### config.mk
export PLATFORM = sky130hd
export DESIGN_NAME = operand_entry
export DESIGN_NICKNAME = d
export VERILOG_FILES = /design/src/rtl/calc_pkg.sv /design/src/rtl/operand_entry_key_edge.sv /design/src/rtl/operand_entry.sv
export SDC_FILE = /design/constraint.sdc
export NUM_CORES = 1
export LEC_CHECK = 0
export CAP_MARGIN = 30
export CORE_MARGIN = 2
export CORE_UTILIZATION = 48
export CTS_BUF_LIST = sky130_fd_sc_hd__clkbuf_16
export DETAILED_ROUTE_END_ITERATION = 10
export PLACE_DENSITY = 0.9
export SKIP_CTS_REPAIR_TIMING = 1
export SLEW_MARGIN = 20
export SYNTH_ARGS = -nofsm -noshare
export SYNTH_HDL_FRONTEND = slang
export SYNTH_HIERARCHICAL = 1
export SYNTH_SLANG_ARGS = --single-unit
export TNS_END_PERCENT = 1
### constraint.sdc
create_clock -name hz100 -period 2.3 [get_ports hz100]
set_input_delay 0.23 -clock hz100 [delete_from_list [all_inputs] [get_ports hz100]]
set_output_delay 0.23 -clock hz100 [all_outputs]
set_load 0.02 [all_outputs]
### src/rtl/calc_pkg.sv
// Shared types and constants for the calculator front end.
package calc_pkg;

  typedef enum logic [1:0] {
    S_A    = 2'd0,
    S_B    = 2'd1,
    S_DONE = 2'd2
  } entry_state_t;

  localparam int KEY_W   = 20;
  localparam int KEY_ADD = 16;
  localparam int KEY_SUB = 17;
  localparam int KEY_CLR = 18;
  localparam int KEY_EQ  = 19;
  localparam int DIGIT_W = 4;
  localparam int DATA_W  = 8;

  // Lowest-index pressed digit wins; returns 0 when nothing is pressed.
  function automatic logic [DIGIT_W-1:0] lowest_digit(input logic [15:0] d);
    logic [DIGIT_W-1:0] idx;
    idx = 4'h0;
    for (int i = 15; i >= 0; i--) begin
      if (d[i]) begin
        idx = 4'(i);
      end
    end
    return idx;
  endfunction

endpackage

### src/rtl/operand_entry_key_edge.sv
// key_edge: turns raw key levels into one-cycle press pulses.
// Macro OPERAND_ENTRY_DEBOUNCE_EN selects the counting debouncer;
// otherwise a single history register gives plain rising-edge detection.
module key_edge #(
  parameter int WIDTH           = 20,
  parameter int DEBOUNCE_CYCLES = 3
) (
  input  logic             clk,
  input  logic             reset,
  input  logic [WIDTH-1:0] in,
  output logic [WIDTH-1:0] press
);

  if (DEBOUNCE_CYCLES < 1) begin : g_cfg_err
    $error("key_edge: DEBOUNCE_CYCLES must be at least 1");
  end

`ifdef OPERAND_ENTRY_DEBOUNCE_EN
  localparam int CNT_W = $clog2(DEBOUNCE_CYCLES + 1);
  localparam logic [CNT_W-1:0] CNT_MAX  = CNT_W'(DEBOUNCE_CYCLES);
  localparam logic [CNT_W-1:0] CNT_FIRE = CNT_W'(DEBOUNCE_CYCLES - 1);

  logic [CNT_W-1:0] cnt_r [WIDTH];

  // Per-key saturating high-sample counter; a key held during reset starts saturated
  always_ff @(posedge clk) begin
    for (int i = 0; i < WIDTH; i++) begin
      if (!in[i]) begin
        cnt_r[i] <= {CNT_W{1'b0}};
      end else if (reset) begin
        cnt_r[i] <= CNT_MAX;
      end else if (cnt_r[i] != CNT_MAX) begin
        cnt_r[i] <= cnt_r[i] + CNT_W'(1);
      end else begin
        cnt_r[i] <= cnt_r[i];
      end
    end
  end

  // Fire on the sample that completes the required run of highs, once per hold
  always_comb begin
    press = {WIDTH{1'b0}};
    for (int i = 0; i < WIDTH; i++) begin
      if (in[i] && (cnt_r[i] == CNT_FIRE)) begin
        press[i] = 1'b1;
      end else begin
        press[i] = 1'b0;
      end
    end
  end
`else
  logic [WIDTH-1:0] in_q_r;

  // History register; it also tracks the live inputs during reset so a held key is not a press
  always_ff @(posedge clk) begin
    if (reset) begin
      in_q_r <= in;
    end else begin
      in_q_r <= in;
    end
  end

  assign press = in & ~in_q_r;
`endif

endmodule

### src/rtl/operand_entry.sv
// operand_entry: key-driven operand entry FSM feeding the adder stage.
// Optional debounce is enabled by defining OPERAND_ENTRY_DEBOUNCE_EN.
module operand_entry
  import calc_pkg::*;
#(
  parameter int DEBOUNCE_CYCLES = 3
) (
  input  logic        hz100,
  input  logic        reset,
  input  logic [15:0] key_digit,
  input  logic        key_add,
  input  logic        key_sub,
  input  logic        key_clr,
  input  logic        key_eq,
  input  logic [7:0]  result,
  output logic [7:0]  op_a,
  output logic [7:0]  op_b,
  output logic        op_ci,
  output logic        valid,
  output logic [7:0]  disp,
  output logic [1:0]  state
);

  logic [KEY_W-1:0]   keys_s;
  logic [KEY_W-1:0]   press_s;
  logic               clr_s;
  logic               eq_s;
  logic               sub_s;
  logic               op_s;
  logic               dig_s;
  logic [DIGIT_W-1:0] digit_s;

  entry_state_t       state_r;
  logic [DATA_W-1:0]  a_r;
  logic [DATA_W-1:0]  b_r;
  logic               sub_r;

  assign keys_s = {key_eq, key_clr, key_sub, key_add, key_digit};

  key_edge #(
    .WIDTH          (KEY_W),
    .DEBOUNCE_CYCLES(DEBOUNCE_CYCLES)
  ) u_key_edge (
    .clk  (hz100),
    .reset(reset),
    .in   (keys_s),
    .press(press_s)
  );

  assign clr_s   = press_s[KEY_CLR];
  assign eq_s    = press_s[KEY_EQ];
  assign sub_s   = press_s[KEY_SUB];
  assign op_s    = press_s[KEY_SUB] | press_s[KEY_ADD];
  assign dig_s   = |press_s[15:0];
  assign digit_s = lowest_digit(press_s[15:0]);

  // Entry FSM: one action per cycle, priority clr > eq > sub/add > digit
  always_ff @(posedge hz100) begin
    if (reset) begin
      state_r <= S_A;
      a_r     <= 8'h00;
      b_r     <= 8'h00;
      sub_r   <= 1'b0;
    end else begin
      case (state_r)
        S_A: begin
          if (clr_s) begin
            a_r <= 8'h00;
          end else if (eq_s) begin
            state_r <= S_A;  // equals has nothing to finish yet
          end else if (op_s) begin
            sub_r   <= sub_s;
            b_r     <= 8'h00;
            state_r <= S_B;
          end else if (dig_s) begin
            a_r <= {a_r[DIGIT_W-1:0], digit_s};
          end
        end
        S_B: begin
          if (clr_s) begin
            a_r     <= 8'h00;
            b_r     <= 8'h00;
            sub_r   <= 1'b0;
            state_r <= S_A;
          end else if (eq_s) begin
            state_r <= S_DONE;
          end else if (op_s) begin
            sub_r <= sub_s;
          end else if (dig_s) begin
            b_r <= {b_r[DIGIT_W-1:0], digit_s};
          end
        end
        S_DONE: begin
          if (clr_s) begin
            a_r     <= 8'h00;
            b_r     <= 8'h00;
            sub_r   <= 1'b0;
            state_r <= S_A;
          end else if (eq_s) begin
            state_r <= S_DONE;  // already showing a result
          end else if (op_s) begin
            a_r     <= result;  // chain from the previous result
            sub_r   <= sub_s;
            b_r     <= 8'h00;
            state_r <= S_B;
          end else if (dig_s) begin
            a_r     <= {{(DATA_W-DIGIT_W){1'b0}}, digit_s};
            b_r     <= 8'h00;
            sub_r   <= 1'b0;
            state_r <= S_A;
          end
        end
        default: begin
          state_r <= S_A;
        end
      endcase
    end
  end

  assign op_a  = a_r;
  assign op_b  = sub_r ? ~b_r : b_r;
  assign op_ci = sub_r;
  assign valid = (state_r == S_DONE);
  assign state = state_r;

  // Display selection follows the entry phase
  always_comb begin
    disp = 8'h00;
    case (state_r)
      S_A:     disp = a_r;
      S_B:     disp = b_r;
      S_DONE:  disp = result;
      default: disp = 8'h00;
    endcase
  end

endmodule

==> metrics.md <==
| Metric | Value |
|---|---|
| Final WS setup | `-103 ps` |
| Slew HR | `0.601` |
| Max-cap violation count | `0` |
| Fill cell total of the finished layout | `around 360` |
| Number of synthesized flops with an enable pin | `0` |
| Max incr delay on CP | `550 ps` |
| Vias | `2,173` |
| Routed length per placed instance | `approximately 16 um` |
| Hold Vio Cnt, Final | `0` |
| CTS H-tree lvls | `2` |
| Synth Flop Type | `dfxtp_1` |
| Multi-input logic area | `0.00132 mm^2` |
| Cell Area, Placed | `between 0.002 and 0.003 mm^2` |
| Required @ worst endpoint | `roughly 2100 ps` |
| Total of warnings raised by yosys | `6` |
| Clock Path Buffers | `2` |
| Initial antenna violation count | `0` |
| Final WL | `a little under 6000 um` |
| Sinks on Clock Net | `39` |
| Clock transition at path regs | `around 50 ps` |
| Post-synth net total | `around 280` |
| CP max FO | `16` |
| Die width | `between 70 and 80 um` |
| CP endpoint kind | `primary output` |
| Post-DP HPWL | `between 4000 and 5000 um` |
| Worst hold path class | `in2reg` |
| Initial Util | `0.499` |
| Count of different cell masters after synthesis | `46` |
| Syn Std Cell Area | `about 0.0022 mm^2` |
| Detailed Routing Iterations Pass 1 | `5` |
| Layout cells sized above 1 | `0.181` |
| Violated checks | `setup timing` |
| Synth-to-layout area growth | `39.1%` |
| Clock Skews | `between 6 and 7 ps` |
| Placed insts | `361` |
| Ant diodes | `0` |
| Cell count after synthesis | `249` |
| Slew Viols, Final | `0` |
| Post-synthesis async set-or-reset flop share | `0` |
| Std-Cell Rows | `24` |
| I/O pins | `58` |
| # nets final | `350` |
| Critical Path AT | `approximately 2200 ps` |
| CP Cell Sequence | `inv_1 > ha_2 > a222oi_1 > nor2_1 > clkdlybuf4s50_1` |
| Die area | `~0.005 mm^2` |
| Die Ht | `a little over 70 um` |
| Via density | `~5.9` |
| RSZ-0062 raised after global routing | `yes` |
| Initial drt markers | `approximately 260` |
| Congestion Overflow GR | `0` |
| Clk_lat worst skew | `280 ps` |
| GRT Total Usage | `0.243` |
| Period utilization | `1.04` |
| CTS root buffer | `clkbuf_16` |
| FF-to-FF setup slack | `roughly 110 ps` |
| CTS tree | `yes` |
| Largest net degree at the start of global routing | `17` |
| Vias in the first global route | `between 2,000 and 2,500` |
| DRC | `0` |
| Leak pwr | `1.35 nW` |
| Flip-flop and latch area | `781 um^2` |
| Synthesized area per cell | `~9 um^2` |
| CTS Buf Count | `5` |
| Flops & latches, synth | `39` |
| Fin area | `approximately 0.0030 mm^2` |
| Register area share after synthesis | `0.357` |
| Final setup vio count | `2` |
| Core footprint | `around 0.0044 mm^2` |
| Crit-path slowest cell | `clkdlybuf4s50_1` |
| Minimum clock period | `2400 ps` |
| First-pass GRT wire length | `between 9000 and 10,000 um` |
| Non-filler cells, final | `between 300 and 400` |
| Pwr dens | `731 mW/mm^2` |
| Max rail drop VDD | `a little over 0.5 mV` |
| Critical path class | `reg2out` |
| Number of port buffers | `57` |
| F_max | `416 MHz` |
| ANT nets after route | `0` |
| Status | `finished, violations left` |
| RD Place Congestion | `roughly 0.93` |
| Setup crit start kind | `register` |
| Slew @ Worst Pin | `about 600 ps` |
-- per-stage QoR --
| step | util | setup slack (ps) | total power, mW | hold slack [ps] | TNS [ps] |
|---|---|---|---|---|---|
| after CTS | 0.689 | -229 | 2.23 | 426 | -1600 |
| after global routing | 0.695 | -157 | 2.33 | 436 | -333 |
| final | 0.695 | -103 | 2.23 | 430 | -168 |
| after floorplan | - | 326 | 1.26 | 258 | 0 |
| after detailed placement | 0.660 | -103 | 1.60 | 488 | -570 |
| after global placement | 0.660 | -29.3 | 1.58 | 477 | -94.8 |
-- cells in the final DEF, fill, tap and decap left out, drive strengths merged, types with 2 or more instances in the layout --
| cell | n |
|---|---|
| clkdlybuf4s50 | 51 |
| dfxtp | 39 |
| nor2 | 29 |
| a21oi | 25 |
| nor2b | 22 |
| o21ai | 20 |
| buf | 18 |
| nand2 | 17 |
| inv | 10 |
| a222oi | 8 |
| xor2 | 8 |
| nand3 | 7 |
| nor3 | 6 |
| dlymetal6s2s | 6 |
| mux2i | 5 |
| clkbuf | 5 |
| nand4 | 4 |
| nor4 | 4 |
| ha | 4 |
| a211oi | 3 |
| o211ai | 2 |
| o21a | 2 |
| o31ai | 2 |
| nand2b | 2 |
| or4 | 2 |
-- per-layer routing --
layer	vias to the layer above	GRT usage	part of all wire	wire length, um
li1	1022	-	-	-
met1	1035	0.288	0.38	2250
met2	104	0.427	0.53	3100
met3	12	0.0492	0.072	426
met4	0	0.103	0.018	106
met5	-	0	0	0
-- Yosys cell counts (2+ instances only) --
master / count / area (um^2)
nor4_1: 3 / 18.8
xor2_1: 8 / 70.1
nand3_1: 7 / 35.0
o31ai_1: 2 / 15.0
o21ai_0: 18 / 90.1
nor2_1: 27 / 101
nand2_1: 17 / 63.8
mux2i_1: 5 / 50.1
ha_1: 4 / 50.1
nor3_1: 6 / 30.0
dfxtp_1: 39 / 781
a21oi_1: 25 / 125
nor2_2: 2 / 12.5
nor2b_4: 20 / 275
inv_1: 9 / 33.8
a211oi_2: 2 / 25.0
nor2b_1: 2 / 12.5
o21a_1: 2 / 15.0
nand2b_1: 2 / 12.5
nand4_1: 4 / 25.0
a222oi_1: 8 / 80.1
o211ai_1: 2 / 15.0
clkbuf_1: 12 / 45.0
-- flip-flops by register name (all words and copies together) (netlist names) --
register and flops:
b_r 8, op_a 8, op_ci 1, state 2, u_key_edge/in_q_r 20
-- critical path: cells and delay by family (launching register included) --
family	cells	cell delay [ps]
AND/OR/NAND/NOR	1	80
flip-flops	1	410
AO/OA/AOI/OAI	1	460
buffers and inverters	2	650
adder cells (fa/ha/maj)	1	300
-- power breakdown --
group          switching, mW  leakage, nW  internal (mW)
sequential            0.0591        0.323          0.725
combinational          0.436        0.961          0.376
clock                  0.245       0.0669          0.385
total                  0.740         1.35           1.49
-- kinds of logic after synthesis --
logic type      Yosys count  synth area share
compound gates           71             0.214
simple gates             98             0.306
flops                    39             0.357
buf+inv                  24            0.0457
mux                       5            0.0229
xor+xnor                  8            0.0320
fa+ha+maj                 4            0.0229
-- area by class of cell --
type,instances,share of cell area
clock buffers,5,0.0411
clock inverters,1,0.00123
inverters,9,0.0111
multi-input cells,186,0.432
flip-flops and latches,39,0.256
well taps,52,0.0214
repair buffers,75,0.237
-- path summary, 6_finish.rpt --
check | from | to | depth (start not counted)
setup / recovery | state[1] | disp[2] | 5
hold / removal | key_digit[10] | u_key_edge/in_q_r[10] | 1
setup reg to reg | state[0] | op_a[0] | 8
hold reg to reg | op_a[4] | op_a[4] | 2
(Power assumes the default switching activity.)
